File: config.mk
export PLATFORM = sky130hd
export DESIGN_NAME = game_master_rounds_fsm
export DESIGN_NICKNAME = d
export VERILOG_FILES = /design/src/rtl/game_master_rounds_fsm_pkg.sv /design/src/rtl/game_master_rounds_fsm_rise_edge_detect.sv /design/src/rtl/game_master_rounds_fsm.sv
export SDC_FILE = /design/constraint.sdc
export NUM_CORES = 1
export LEC_CHECK = 0
export ABC_AREA = 1
export BUFFER_PORTS_ARGS = -buffer_cell sky130_fd_sc_hd__buf_2
export CAP_MARGIN = 20
export CORE_ASPECT_RATIO = 1.4
export CORE_MARGIN = 3
export CORE_UTILIZATION = 52
export DETAILED_ROUTE_END_ITERATION = 8
export PLACE_DENSITY_LB_ADDON = 0.05
export SLEW_MARGIN = 15
export SYNTH_ARGS = -nofsm -noshare
export SYNTH_HDL_FRONTEND = slang
export SYNTH_HIERARCHICAL = 1
export SYNTH_SLANG_ARGS = --single-unit
File: constraint.sdc
create_clock -name clk -period 1.62 [get_ports clk]
set_input_delay 0.243 -clock clk [delete_from_list [all_inputs] [get_ports clk]]
set_output_delay 0.243 -clock clk [all_outputs]
set_load 0.02 [all_outputs]
File: src/rtl/game_master_rounds_fsm_pkg.sv
// game_master_rounds_fsm_pkg: state encoding, score constants and width helper for the game master
package game_master_rounds_fsm_pkg;
  localparam logic [2:0] ST_START  = 3'd0;
  localparam logic [2:0] ST_AIM    = 3'd1;
  localparam logic [2:0] ST_SHOOT  = 3'd2;
  localparam logic [2:0] ST_RELOAD = 3'd3;
  localparam logic [2:0] ST_END    = 3'd4;
  localparam logic [2:0] ST_OVER   = 3'd5;
  localparam logic [15:0] SCORE_UNIT = 16'd10;
  localparam logic [15:0] SCORE_MAX  = 16'hFFFF;
  function automatic int clog2(input int v);
    int r;
    r = 0;
    for (int i = 0; i < 31; i++) if ((1 << i) < v) r = i + 1;
    return r;
  endfunction
endpackage

File: src/rtl/game_master_rounds_fsm_rise_edge_detect.sv
// game_master_rounds_fsm_rise_edge_detect: one-cycle pulse on a rising edge of a level input
module game_master_rounds_fsm_rise_edge_detect (
  input  logic clk,
  input  logic reset,
  input  logic d,
  output logic rise
);
  logic q;
  // previous sample of d, tracked every cycle regardless of game state
  always_ff @(posedge clk) q <= reset ? 1'b0 : d;
  assign rise = d & ~q;
endmodule

File: src/rtl/game_master_rounds_fsm.sv
// game_master_rounds_fsm: round/shot game master driving target and torpedo sprites (optional score via GAME_MASTER_SCORE_EN)
module game_master_rounds_fsm
  import game_master_rounds_fsm_pkg::*;
#(
  parameter int MAX_SHOTS = 3,
  parameter int ROUNDS    = 4,
  parameter int SHOT_W    = clog2(MAX_SHOTS + 1),
  parameter int ROUND_W   = 3
) (
  input  logic               clk,
  input  logic               reset,
  input  logic               key,
  input  logic               sprite_target_within_screen,
  input  logic               sprite_torpedo_within_screen,
  input  logic               collision,
  input  logic               end_of_game_timer_running,
  output logic               sprite_target_write_xy,
  output logic               sprite_target_write_dxy,
  output logic               sprite_target_enable_update,
  output logic               sprite_torpedo_write_xy,
  output logic               sprite_torpedo_write_dxy,
  output logic               sprite_torpedo_enable_update,
  output logic               end_of_game_timer_start,
  output logic               round_won,
  output logic [SHOT_W-1:0]  shots_left,
  output logic [ROUND_W-1:0] round,
  output logic [ROUND_W-1:0] hits,
  output logic               game_over
`ifdef GAME_MASTER_SCORE_EN
  , output logic [15:0]      score
`endif
);
  logic [2:0] state, state_n;
  logic key_rise;
  logic tgt_wxy_n, tgt_wdxy_n, tor_wxy_n, timer_start_n, round_won_n;
  logic [SHOT_W-1:0] shots_n;
  logic [ROUND_W-1:0] round_n, hits_n;
  game_master_rounds_fsm_rise_edge_detect u_key_edge (
    .clk  (clk),
    .reset(reset),
    .d    (key),
    .rise (key_rise)
  );
  // next-state and next-output decision; outputs are registered so strobes lag the decision by one cycle
  always_comb begin
    state_n = state;
    tgt_wxy_n = 1'b0;
    tgt_wdxy_n = 1'b0;
    tor_wxy_n = 1'b0;
    timer_start_n = 1'b0;
    round_won_n = round_won;
    shots_n = shots_left;
    round_n = round;
    hits_n = hits;
    case (state)
      ST_START: begin
        tgt_wxy_n = 1'b1;
        tgt_wdxy_n = 1'b1;
        tor_wxy_n = 1'b1;
        shots_n = SHOT_W'(MAX_SHOTS);
        round_won_n = 1'b0;
        state_n = ST_AIM;
      end
      ST_AIM: begin
        if (key_rise && shots_left != '0) begin
          shots_n = shots_left - 1'b1;
          state_n = ST_SHOOT;
        end else if (!sprite_target_within_screen) begin
          timer_start_n = 1'b1;
          state_n = ST_END;
        end
      end
      ST_SHOOT: begin
        if (collision) begin
          round_won_n = 1'b1;
          hits_n = (hits == ROUND_W'(ROUNDS)) ? hits : hits + 1'b1;
          timer_start_n = 1'b1;
          state_n = ST_END;
        end else if (!sprite_target_within_screen) begin
          timer_start_n = 1'b1;
          state_n = ST_END;
        end else if (!sprite_torpedo_within_screen) begin
          timer_start_n = (shots_left == '0);
          state_n = (shots_left != '0) ? ST_RELOAD : ST_END;
        end
      end
      ST_RELOAD: begin
        tor_wxy_n = 1'b1;
        state_n = ST_AIM;
      end
      ST_END: begin
        // the cycle carrying timer_start is skipped so a one-cycle timer latency cannot end the pause early
        if (!end_of_game_timer_start && !end_of_game_timer_running) begin
          round_n = (round == ROUND_W'(ROUNDS - 1)) ? round : round + 1'b1;
          state_n = (round == ROUND_W'(ROUNDS - 1)) ? ST_OVER : ST_START;
        end
      end
      ST_OVER: begin
        if (key_rise) begin
          round_n = '0;
          hits_n = '0;
          state_n = ST_START;
        end
      end
      default: state_n = ST_START;
    endcase
  end
  // output and state registers; levels follow the state being entered
  always_ff @(posedge clk) begin
    if (reset) begin
      state <= ST_START;
      sprite_target_write_xy <= 1'b0;
      sprite_target_write_dxy <= 1'b0;
      sprite_target_enable_update <= 1'b0;
      sprite_torpedo_write_xy <= 1'b0;
      sprite_torpedo_write_dxy <= 1'b0;
      sprite_torpedo_enable_update <= 1'b0;
      end_of_game_timer_start <= 1'b0;
      round_won <= 1'b0;
      shots_left <= SHOT_W'(MAX_SHOTS);
      round <= '0;
      hits <= '0;
      game_over <= 1'b0;
    end else begin
      state <= state_n;
      sprite_target_write_xy <= tgt_wxy_n;
      sprite_target_write_dxy <= tgt_wdxy_n;
      sprite_target_enable_update <= (state_n == ST_AIM) || (state_n == ST_SHOOT) || (state_n == ST_RELOAD);
      sprite_torpedo_write_xy <= tor_wxy_n;
      sprite_torpedo_write_dxy <= (state_n == ST_SHOOT);
      sprite_torpedo_enable_update <= (state_n == ST_SHOOT);
      end_of_game_timer_start <= timer_start_n;
      round_won <= round_won_n;
      shots_left <= shots_n;
      round <= round_n;
      hits <= hits_n;
      game_over <= (state_n == ST_OVER);
    end
  end
`ifdef GAME_MASTER_SCORE_EN
  logic [16:0] score_sum;
  assign score_sum = {1'b0, score} + 17'(SCORE_UNIT) * 17'(shots_left) + 17'(SCORE_UNIT);
  // hit bonus rewards the shots still in hand; a fresh game starts from zero
  always_ff @(posedge clk) begin
    if (reset || (state == ST_OVER && key_rise)) score <= '0;
    else if (state == ST_SHOOT && collision) score <= score_sum[16] ? SCORE_MAX : score_sum[15:0];
  end
`endif
endmodule

* Yosys cells after proc, flatten, opt, wreduce, memory -nomap -nowiden *
Cells that the tools add are included.

storage, ports and cells
  register bits after elaboration = 19
  bits of input ports = 7

cells by class
  add/sub/neg operators = 3
  equality and inequality tests = 17
  multiplexer cells = 29
  bitwise gates (word level) = 2
  reduce and logical (&&, ||, !) cells = 18

operators with widths
  cell                                                  count
  two-way mux 3 bit                                     14
  equality test 3 x 2 -> 1 bit (second input constant)  5
  case mux 3 bit (5 select lines)                       1
  equality test 3 bit (second input constant)           4
  != test 2 bit (second input constant)                 6
  case mux 3 bit (2 select lines)                       2
  nonzero test 2 bit                                    5
  two-way mux 1 bit                                     8
  AND reduction 4 bit                                   2
  adder 3 x 1 -> 3 bit (second input constant)          2
  equality test 3 x 1 -> 1 bit (second input constant)  2
  case mux 1 bit (2 select lines)                       2
  case mux 2 bit (2 select lines)                       1
  AND reduction 2 bit                                   2
  logical NOT 3 bit                                     1
  logical AND 1 bit                                     2
  logical NOT 1 bit                                     2
  logical NOT 2 bit                                     1
  logical OR 1 bit                                      2
  two-way mux 2 bit                                     1
  OR reduction 2 bit                                    1
  subtractor 2 x 1 -> 2 bit (second input constant)     1
  bitwise AND 1 bit                                     1
  inverter 1 bit                                        1

* Depth between registers and ports, before layout *
Gate-level depths: netlist of run 1.

  word-level depth = 9
  depth in mapped cells = 11

* By module *
The synthesis of run 1 kept the hierarchy.

by module, submodules not included
  module                                   times used  cells an instance  area each (µm²)
  game_master_rounds_fsm                   1           148                994.7
  game_master_rounds_fsm_rise_edge_detect  1           4                  31.3

* Worst setup path before layout of run 1 *
OpenSTA, ideal clock, no wires.

  path kind = register to register
  start point = register round[0]
  end point = register game_over
  arrival time = 1.260 ns
  required time = 1.501 ns
  setup slack = 0.241 ns
  cell stages (with the launch flop) = 11
  clock period less this slack = 1.379 ns
  path through = dfxtp_1 > ha_1 > ha_1 > inv_1 > nand3_1 > nand2_1 > nor2_1 > nor2_1 > nand2_1 > nand2_1 > nor2_1

between the ends
  longest elaborated chain between the ends = 5

RTL lines
  what                             RTL line                       source
  start: declaration               game_master_rounds_fsm.sv:26   output logic [ROUND_W-1:0] round,
  start signal: assignment         game_master_rounds_fsm.sv:135  round <= round_n;
  equality test 3 x 2 -> 1 bit     game_master_rounds_fsm.sv:95   state_n = (round == ROUND_W'(ROUNDS - 1)) ? ST_OVER : ST_START;
  two-way mux 3 bit                game_master_rounds_fsm.sv:95
  two-way mux 3 bit                game_master_rounds_fsm.sv:93   if (!end_of_game_timer_start && !end_of_game_timer_running) begin
  case mux 3 bit (5 select lines)  game_master_rounds_fsm.sv:55   case (state)
  equality test 3 bit              game_master_rounds_fsm.sv:137  game_over <= (state_n == ST_OVER);
  end signal: assignment           game_master_rounds_fsm.sv:137
  end: declaration                 game_master_rounds_fsm.sv:28   output logic game_over

No other way between the ends.
A chain may end at the register's enable or synchronous reset.

* Worst setup path in the final report of run 1 *
Same ends and word-level chain as after synthesis.

==> impl_metrics.py, run 1 <==
metrics = {
    "floorplan": {
        "die-height_um": 58.56,
        "dieArea_um2": 2549,
        "rows": 18,
        "coreArea_um2": 1824,
        "num_io_pins": 24,
        "start_util_pct": 56.24,
        "die_width_um": 43.54,
    },
    "setup_path": {
        "slowest_stage": "dfxtp_1",
        "worst-path-buf-inv": 1,
        "crit_path_start_kind": "flop",
        "cp.required_ps": 1830,
        "end_kind": "flop",
        "worstPathArrival_ps": 1620,
        "max_stage_delay_ps": 340,
        "cp_top_family": "simple AND/OR/NAND/NOR gates",
        "worstSetupPathType": "flop to flop",
        "cp_cell_sequence": "ha_1 > ha_1 > inv_1 > nand3_1 > nand2_1 > nor2_1 > nor2_1 > nand2_1 > nand2_1 > nor2_1",
        "cp_max_fo": 3,
    },
    "finish": {
        "fillers": 188,
        "drive_above_1_share_pct": 22.86,
        "final_util_pct": 63.85,
        "num-nets-final": 188,
        "design_area_um2": 1165,
        "area_delta_synth_final_pct": 13.54,
        "antennaDiodeCount": 0,
    },
    "clocking": {
        "clk_pin_slew_ps": 100,
        "numCtsBuffers": 3,
        "clock_sinks": 19,
        "htreeDepth": 1,
        "ctsRootBufferMaster": "clkbuf_4",
        "cts_tree": "done",
        "clk_path_buf_depth": 2,
        "clkLatencyLatePin_ps": 300,
    },
    "synth": {
        "syn_area_per_cell_um2": 6.750,
        "synth_nets": 164,
        "synth_warnings": 6,
        "synth_seq_cells": 19,
        "syn_inst": 152,
        "synth_cell_type_count": 22,
        "yosysSeqAreaShare_pct": 37.07,
        "netlist_area_um2": 1026,
    },
    "sta": {
        "period_share_pct": 86.79,
        "fin_setup_tns_ps": 0,
        "finalHoldViolCount": 0,
        "fin_worst_skew_ps": 4.100,
        "fin_crit_ps": 1406,
        "rsz0062_at_grt": "false",
        "tightest_slew_ps": 298.3,
        "slew_headroom_pct": 80.09,
        "max_freq_mhz": 711.2,
        "finalWorstSetupSlack_ps": 214.0,
        "setup_viol": 0,
        "finalMaxSlewViolations": 0,
    },
    "power_and_ir_drop": {
        "switchingPower_uw": 420.8,
        "p_comb_share_pct": 30.9,
        "switching_share_pct": 36.46,
        "pwr-share-seq_pct": 47.9,
        "clock_power_share_pct": 21.1,
        "cellPowerDensity_nw_per_um2": 990.7,
        "p_int_uw": 733.2,
        "ir_drop_uv": 610.1,
        "p_leak_uw": 0.0006573,
    },
    "placement": {
        "dp_slack_ps": 215.1,
        "dp_hpwl_um": 1660,
        "routabilityCongestion": 0.8357,
        "io_buffers": 23,
        "dpl_cell_area_um2": 1136,
    },
    "route": {
        "ant_nets": 0,
        "dr.pass1.iters": 6,
        "drc_errors": 0,
        "via_count": 969,
        "wire_per_inst_um": 10.63,
        "initialDrtViolationCount": 17,
        "vias_per_cell": 4.969,
        "wl_um": 2073,
    },
    "min_path": {
        "hp-class": "input port to flop",
    },
    "global_routing": {
        "grt_remaining_overflow": 0,
        "grt_start_max_net_pins": 14,
        "grt_pass1_wl_um": 3629,
        "grt_pass1_vias": 934,
        "grtUsageTotal_pct": 18.70,
        "antenna_found_initial": 0,
    },
    "job": {
        "maxCapViolCount": 0,
    },
    "status": {
        "status": "finished clean",
    },
}
[power groups by stage]
stage / Combinational [uW] / Sequential [uW] / Clock [uW]
finish: 357 / 553 / 244
global route: 407 / 561 / 275
CTS: 359 / 553 / 257
detailed placement: 358 / 564 / 0
global placement: 352 / 562 / 0
floorplan: 220 / 612 / 0
[sequential cells by signal, indices dropped and copies added (netlist names)]
signal                        flops
game_over                         1
hits                              3
sprite_target_write_dxy           1
end_of_game_timer_start           1
sprite_torpedo_enable_update      1
sprite_target_enable_update       1
round                             3
state                             3
u_key_edge/q                      1
sprite_torpedo_write_xy           1
shots_left                        2
round_won                         1
[layer usage]
metal	vias to the layer above	GRT usage [%]	wire, um	share of wire, %
met5	-	0	0	0
met3	5	3.058	78	3.8
met4	0	11.21	51	2.5
met2	19	33.33	1054	51
met1	433	19.96	888	43
li1	512	-	-	-
[final cells by class]
class | count | area, um^2 | area share (%)
Clock buffer | 4 | 26.28 | 2.256
Tap cell | 20 | 25.02 | 2.148
Inverter | 26 | 97.59 | 8.378
Timing Repair Buffer | 23 | 115.1 | 9.882
Multi-Input combinational cell | 103 | 520.5 | 44.68
Sequential cell | 19 | 380.4 | 32.65
[Yosys cell counts, drive strengths merged]
| cell | count | area, um^2 |
|---|---|---|
| ha | 5 | 62.56 |
| o21ai | 6 | 33.78 |
| nor2 | 25 | 98.84 |
| dfxtp | 19 | 380.4 |
| nand3b | 2 | 15.01 |
| xor2 | 1 | 8.760 |
| nand2 | 43 | 168.9 |
| nand4 | 3 | 18.77 |
| inv | 26 | 97.59 |
| nand3 | 12 | 75.07 |
| clkbuf | 1 | 3.750 |
| buf | 3 | 26.27 |
| a21oi | 5 | 28.78 |
| o211ai | 1 | 7.510 |
[tightest hold or removal path, stage by stage]
cell and delay, ps:
buf_2 80, inv_1 40, nor2_1 70
[final timing paths]
check             from      endpoint  slack, ps  cells past startpoint
min reg2reg  round_won     round_won        460                      2
max           round[0]     game_over        210                     10
max reg2reg   round[0]     game_over        210                     10
min                key  u_key_edge/q        150                      3
[cells by family (layout without fill, tap and decap cells)]
family | after synthesis | count (layout) | share of synthesized area, %
XOR/XNOR | 1 | 1 | 0.8538
adder cells (fa/ha/maj) | 5 | 5 | 6.098
AND/OR/NAND/NOR | 85 | 85 | 36.71
buffers and inverters | 30 | 53 | 12.44
flip-flops | 19 | 19 | 37.07
AO/OA/AOI/OAI | 12 | 12 | 6.830
[stage by stage]
step	cells	hold WS, ps	power, uW
6_report	195	149.7	1154
3_5_place_dp	191	447.4	921.1
5_1_grt	195	174.3	1243
2_1_floorplan	152	315.4	832.2
4_1_cts	195	145.1	1169
3_3_place_gp	191	443.7	914.3
[what timing repair did]
item | 4_1_cts | 5_1_grt
endpoints found under the setup margin | 0 | 1
hold buffers | 0 | 0
resized for setup | 0 | 1
setup buffers | 0 | 0
[layout by cell type, fill, tap and decap left out, types with 2 or more instances in the layout]
| cell type | netlist | routed |
|---|---|---|
| nand4_1 | 3 | 3 |
| clkbuf_4 | 0 | 3 |
| a21oi_1 | 4 | 4 |
| inv_2 | 3 | 3 |
| nand3_2 | 3 | 3 |
| nand2_2 | 3 | 3 |
| dfxtp_1 | 19 | 19 |
| nand3_1 | 9 | 9 |
| nand2_1 | 40 | 40 |
| buf_2 | 0 | 23 |
| nor2_1 | 23 | 22 |
| inv_1 | 23 | 23 |
| o21ai_0 | 4 | 4 |
| ha_1 | 5 | 5 |
| nand3b_1 | 2 | 2 |
| nor2_2 | 2 | 3 |
Note: power is estimated with default switching activity, not from simulation.
==> run 2, diff against run 1 <==
- CORE_UTILIZATION: 52 -> 37
- GPL_ROUTABILITY_DRIVEN: default -> 0
==> impl_metrics.py, run 2 (synthesized netlist as in run 1, its figures left out) <==
metrics = {
    "clocking": {
        "clkLatencyLatePin_ps": 300,
        "clk_path_buf_depth": 2,
        "cts_hold_buf": 0,
        "htreeDepth": 1,
        "clk_pin_slew_ps": 110,
        "cts_setup_buffers": 0,
        "cts_resized": 0,
        "ctsRootBufferMaster": "clkbuf_4",
        "numCtsBuffers": 3,
        "cts_tree": "done",
        "clock_sinks": 19,
    },
    "sta": {
        "rsz0062_at_grt": "false",
        "fin_crit_ps": 1410,
        "slew_headroom_pct": 80.50,
        "max_freq_mhz": 709.1,
        "tightest_slew_ps": 292.0,
        "finalHoldViolCount": 0,
        "setup_viol": 0,
        "fin_worst_skew_ps": 3.683,
        "finalMaxSlewViolations": 0,
        "fin_setup_tns_ps": 0,
        "period_share_pct": 87.05,
    },
    "floorplan": {
        "coreArea_um2": 2643,
        "die_width_um": 50.51,
        "dieArea_um2": 3450,
        "num_io_pins": 24,
        "die-height_um": 68.31,
        "start_util_pct": 38.83,
        "rows": 22,
    },
    "job": {
        "maxCapViolCount": 0,
    },
    "setup_path": {
        "worstSetupPathType": "flop to flop",
        "cp.required_ps": 1820,
        "cp_max_fo": 7,
        "worstPathArrival_ps": 1610,
        "r2r_setup_slack_ps": 210,
        "rr_worst_depth": 7,
        "r2r-start": "state[2]",
        "end_kind": "flop",
        "crit_path_start_kind": "flop",
        "r2r_end": "hits[1]",
    },
    "route": {
        "dr.pass1.iters": 4,
        "ant_nets": 0,
        "wire_per_inst_um": 10.53,
        "initialDrtViolationCount": 23,
        "via_count": 962,
        "vias_per_cell": 4.559,
        "drc_errors": 0,
        "wl_um": 2222,
    },
    "finish": {
        "layout.area.seq_um2": 380.4,
        "fillers": 290,
        "antennaDiodeCount": 0,
        "multiInputGateArea_um2": 518.0,
        "drive_above_1_share_pct": 22.29,
        "area_delta_synth_final_pct": 15.24,
        "num-nets-final": 188,
        "reg_top3": "hits: 3 flops, round: 3 flops, state: 3 flops",
        "fin_cells": 211,
        "layout_common_cells": "nand2_1 (40), inv_1 (23), nor2_1 (23), buf_2 (23), dfxtp_1 (19)",
        "final_common_cell": "nand2_1",
    },
    "power_and_ir_drop": {
        "cellPowerDensity_nw_per_um2": 975.0,
        "pwr-share-seq_pct": 47.9,
        "p_comb_share_pct": 31.1,
        "ir_drop_uv": 394.2,
        "switching_share_pct": 36.49,
        "switchingPower_uw": 420.7,
        "p_int_uw": 732.1,
        "p_leak_uw": 0.0006565,
        "clock_power_share_pct": 21.0,
    },
    "status": {
        "status": "finished clean",
    },
    "placement": {
        "dp_hpwl_um": 1713,
        "dpl.cell_count": 207,
        "io_buffers": 23,
    },
    "min_path": {
        "whs_endpoint": "u_key_edge/q",
        "hp-start": "key",
        "hold_depth": 3,
        "hp-class": "input port to flop",
    },
    "global_routing": {
        "grt_remaining_overflow": 0,
        "grt_pass1_vias": 884,
        "grt_pass1_wl_um": 3657,
        "grtUsageTotal_pct": 14.10,
        "grt_start_max_net_pins": 14,
        "antenna_found_initial": 0,
    },
}
-- run 2: changes by cell type in the layout (fill, tap and decap cells not counted) --
cell	previous run	this run
nor2_1	22	23
nor2_2	3	2
-- run 2: critical path, cell delays in order (launching register included) --
cell and delay [ps]:
dfxtp_1 500, inv_1 140, nand3_1 110, nor2_1 60, nor2_2 130, nand2_2 100
o21ai_0 190, nor2_1 70
-- run 2: layout make-up --
class	count	share of cell area (%)
Sequential cell	19	32.17
Timing Repair Buffer	23	9.735
Tap cell	36	3.810
Clock buffer	4	2.222
Inverter	26	8.254
Multi-Input combinational cell	103	43.81
-- run 2: power by group through the flow --
stage	Sequential, uW	Clock [uW]	Combinational, uW
after floorplan	612	0	220
after global placement	564	0	361
after detailed placement	564	0	358
after CTS	553	258	361
after global routing	562	267	407
final	552	243	358
-- run 2: layer usage --
metal / share of wire, % / up-vias / wire length, um / global-route usage, %
li1: - / 517 / - / -
met1: 47 / 427 / 1050 / 16.80
met2: 49 / 16 / 1080 / 23.69
met3: 2.8 / 2 / 62 / 2.179
met4: 1.3 / 0 / 29 / 8.754
met5: 0 / - / 0 / 0
-- run 2: metrics by stage --
step,util (%),area [um^2],hold WS [ps],setup slack [ps],total power [uW]
after CTS,44.74,1182,147.0,214.0,1172
final,44.74,1182,159.5,209.7,1153
after global placement,43.75,1156,444.8,245.5,924.7
after global routing,44.74,1182,160.5,28.83,1236
after detailed placement,43.75,1156,450.6,234.7,922.5
after floorplan,-,1026,315.4,241.2,832.2
-- run 2: worst max-delay path by stage --
| stage | from | endpoint | slack, ps | cells past startpoint |
|---|---|---|---|---|
| 2_1_floorplan | round[0] | game_over | 240 | 10 |
| 3_3_place_gp | key | sprite_target_enable_update | 250 | 11 |
| 3_5_place_dp | round[0] | game_over | 230 | 10 |
| 4_1_cts | round[0] | game_over | 210 | 10 |
| 5_1_grt | shots_left[0] | sprite_target_enable_update | 30 | 11 |
| 6_report | state[2] | hits[1] | 210 | 7 |
==> run 3, diff against run 2 <==
- MAX_ROUTING_LAYER: default -> met4
==> impl_metrics.py, run 3 (synthesized netlist as in run 1, its figures left out) <==
metrics = {
    "sta": {
        "tightest_slew_ps": 294.3,
        "slew_headroom_pct": 80.36,
        "max_freq_mhz": 708.3,
        "fin_worst_skew_ps": 1.798,
        "finalMaxSlewViolations": 0,
        "period_share_pct": 87.15,
        "rsz0062_at_grt": "false",
        "finalHoldViolCount": 0,
        "fin_crit_ps": 1412,
        "fin_setup_tns_ps": 0,
        "setup_viol": 0,
    },
    "placement": {
        "dp_hpwl_um": 1713,
        "io_buffers": 23,
        "dpl.cell_count": 207,
        "dpl_cell_area_um2": 1156,
    },
    "setup_path": {
        "worstSetupPathType": "flop to flop",
        "slowest_stage": "dfxtp_1",
        "worstSetupStartpoint": "state[2]",
        "cp.required_ps": 1820,
        "crit_path_start_kind": "flop",
        "crit_top_cell": "nor2_1",
        "r2r-start": "state[2]",
        "rr_worst_depth": 7,
        "r2r_setup_slack_ps": 210,
        "r2r_end": "hits[1]",
        "cp_cell_sequence": "inv_1 > nand3_1 > nor2_1 > nor2_2 > nand2_2 > o21ai_0 > nor2_1",
        "cp_max_fo": 7,
        "worstPathArrival_ps": 1610,
        "max_stage_delay_ps": 510,
        "end_kind": "flop",
    },
    "power_and_ir_drop": {
        "p_comb_share_pct": 31.0,
        "clock_power_share_pct": 21.2,
        "power.total_uw": 1155,
        "ir_drop_uv": 394.3,
        "switchingPower_uw": 423.0,
        "cellPowerDensity_nw_per_um2": 977.0,
        "switching_share_pct": 36.62,
        "p_int_uw": 732.1,
        "p_leak_uw": 0.0006565,
        "pwr-share-seq_pct": 47.8,
    },
    "global_routing": {
        "grt_start_max_net_pins": 14,
        "grt_pass1_wl_um": 3643,
        "grt_pass1_vias": 886,
        "grt_remaining_overflow": 0,
        "antenna_found_initial": 0,
        "grtUsageTotal_pct": 14.45,
    },
    "status": {
        "status": "finished clean",
    },
    "finish": {
        "antennaDiodeCount": 0,
        "final_common_cell": "nand2_1",
        "drive_above_1_share_pct": 22.29,
        "fillers": 290,
        "area_delta_synth_final_pct": 15.24,
        "final_util_pct": 44.74,
        "design_area_um2": 1182,
        "num-nets-final": 188,
        "layout_common_cells": "nand2_1 (40), inv_1 (23), nor2_1 (23), buf_2 (23), dfxtp_1 (19)",
        "fin_cells": 211,
        "reg_top3": "hits: 3 flops, round: 3 flops, state: 3 flops",
    },
    "clocking": {
        "clk_path_buf_depth": 2,
        "numCtsBuffers": 3,
        "clkLatencyLatePin_ps": 300,
        "clock_sinks": 19,
        "htreeDepth": 1,
        "ctsRootBufferMaster": "clkbuf_4",
        "clk_pin_slew_ps": 110,
        "cts_hold_buf": 0,
        "cts_tree": "done",
        "cts_resized": 0,
        "cts_setup_buffers": 0,
    },
    "floorplan": {
        "dieArea_um2": 3450,
        "die_width_um": 50.51,
        "rows": 22,
        "coreArea_um2": 2643,
        "num_io_pins": 24,
        "die-height_um": 68.31,
        "start_util_pct": 38.83,
    },
    "job": {
        "maxCapViolCount": 0,
    },
    "route": {
        "wl_um": 2233,
        "via_count": 970,
        "wire_per_inst_um": 10.58,
        "drc_errors": 0,
        "ant_nets": 0,
        "vias_per_cell": 4.597,
        "dr.pass1.iters": 4,
        "initialDrtViolationCount": 25,
    },
    "min_path": {
        "hp-start": "key",
        "whs_endpoint": "u_key_edge/q",
        "hold_depth": 3,
        "hp-class": "input port to flop",
    },
}
==> run 3: worst max-delay path by stage <==
stage                     cells after the start                           to  slack (ps)
after global placement                       11  sprite_target_enable_update         250
after global routing                         11  sprite_target_enable_update          30
after floorplan                              10                    game_over         240
final                                         7                      hits[1]         210
after CTS                                    10                    game_over         210
after detailed placement                     10                    game_over         230
==> run 3: cell type report <==
| cell class | instances | area (um^2) | area share (%) |
|---|---|---|---|
| clock buffers | 4 | 26.28 | 2.222 |
| well taps | 36 | 45.04 | 3.810 |
| inverters | 26 | 97.59 | 8.254 |
| multi-input cells | 103 | 518.0 | 43.81 |
| flip-flops and latches | 19 | 380.4 | 32.17 |
| repair buffers | 23 | 115.1 | 9.735 |
==> run 3: through the flow <==
step	setup slack [ps]	hold slack [ps]
detailed placement	234.7	450.6
floorplan	241.2	315.4
global placement	245.5	444.8
finish	208.2	157.2
CTS	214.0	147.0
global route	28.83	160.5
==> run 3: worst max-delay path, delay by kind of cell (launching register included) <==
kind,cells,cell delay [ps]
and+or+nand+nor,5,470
DFF,1,510
AOI/OAI and AO/OA,1,190
buffers and inverters,1,140
==> run 3: layer usage <==
metal  track usage [%]  up-vias  wire, um
li1                  -      517         -
met1             16.53      431      1045
met2             23.86       20      1081
met3             2.179        2        76
met4             8.754        0        29
met5                 -        -         0
==> run 3: power groups by stage <==
stage	Combinational (uW)	Sequential [uW]	Clock (uW)
after floorplan	220	612	0
after global placement	361	564	0
after detailed placement	358	564	0
after CTS	361	553	258
after global routing	407	562	267
final	358	552	244
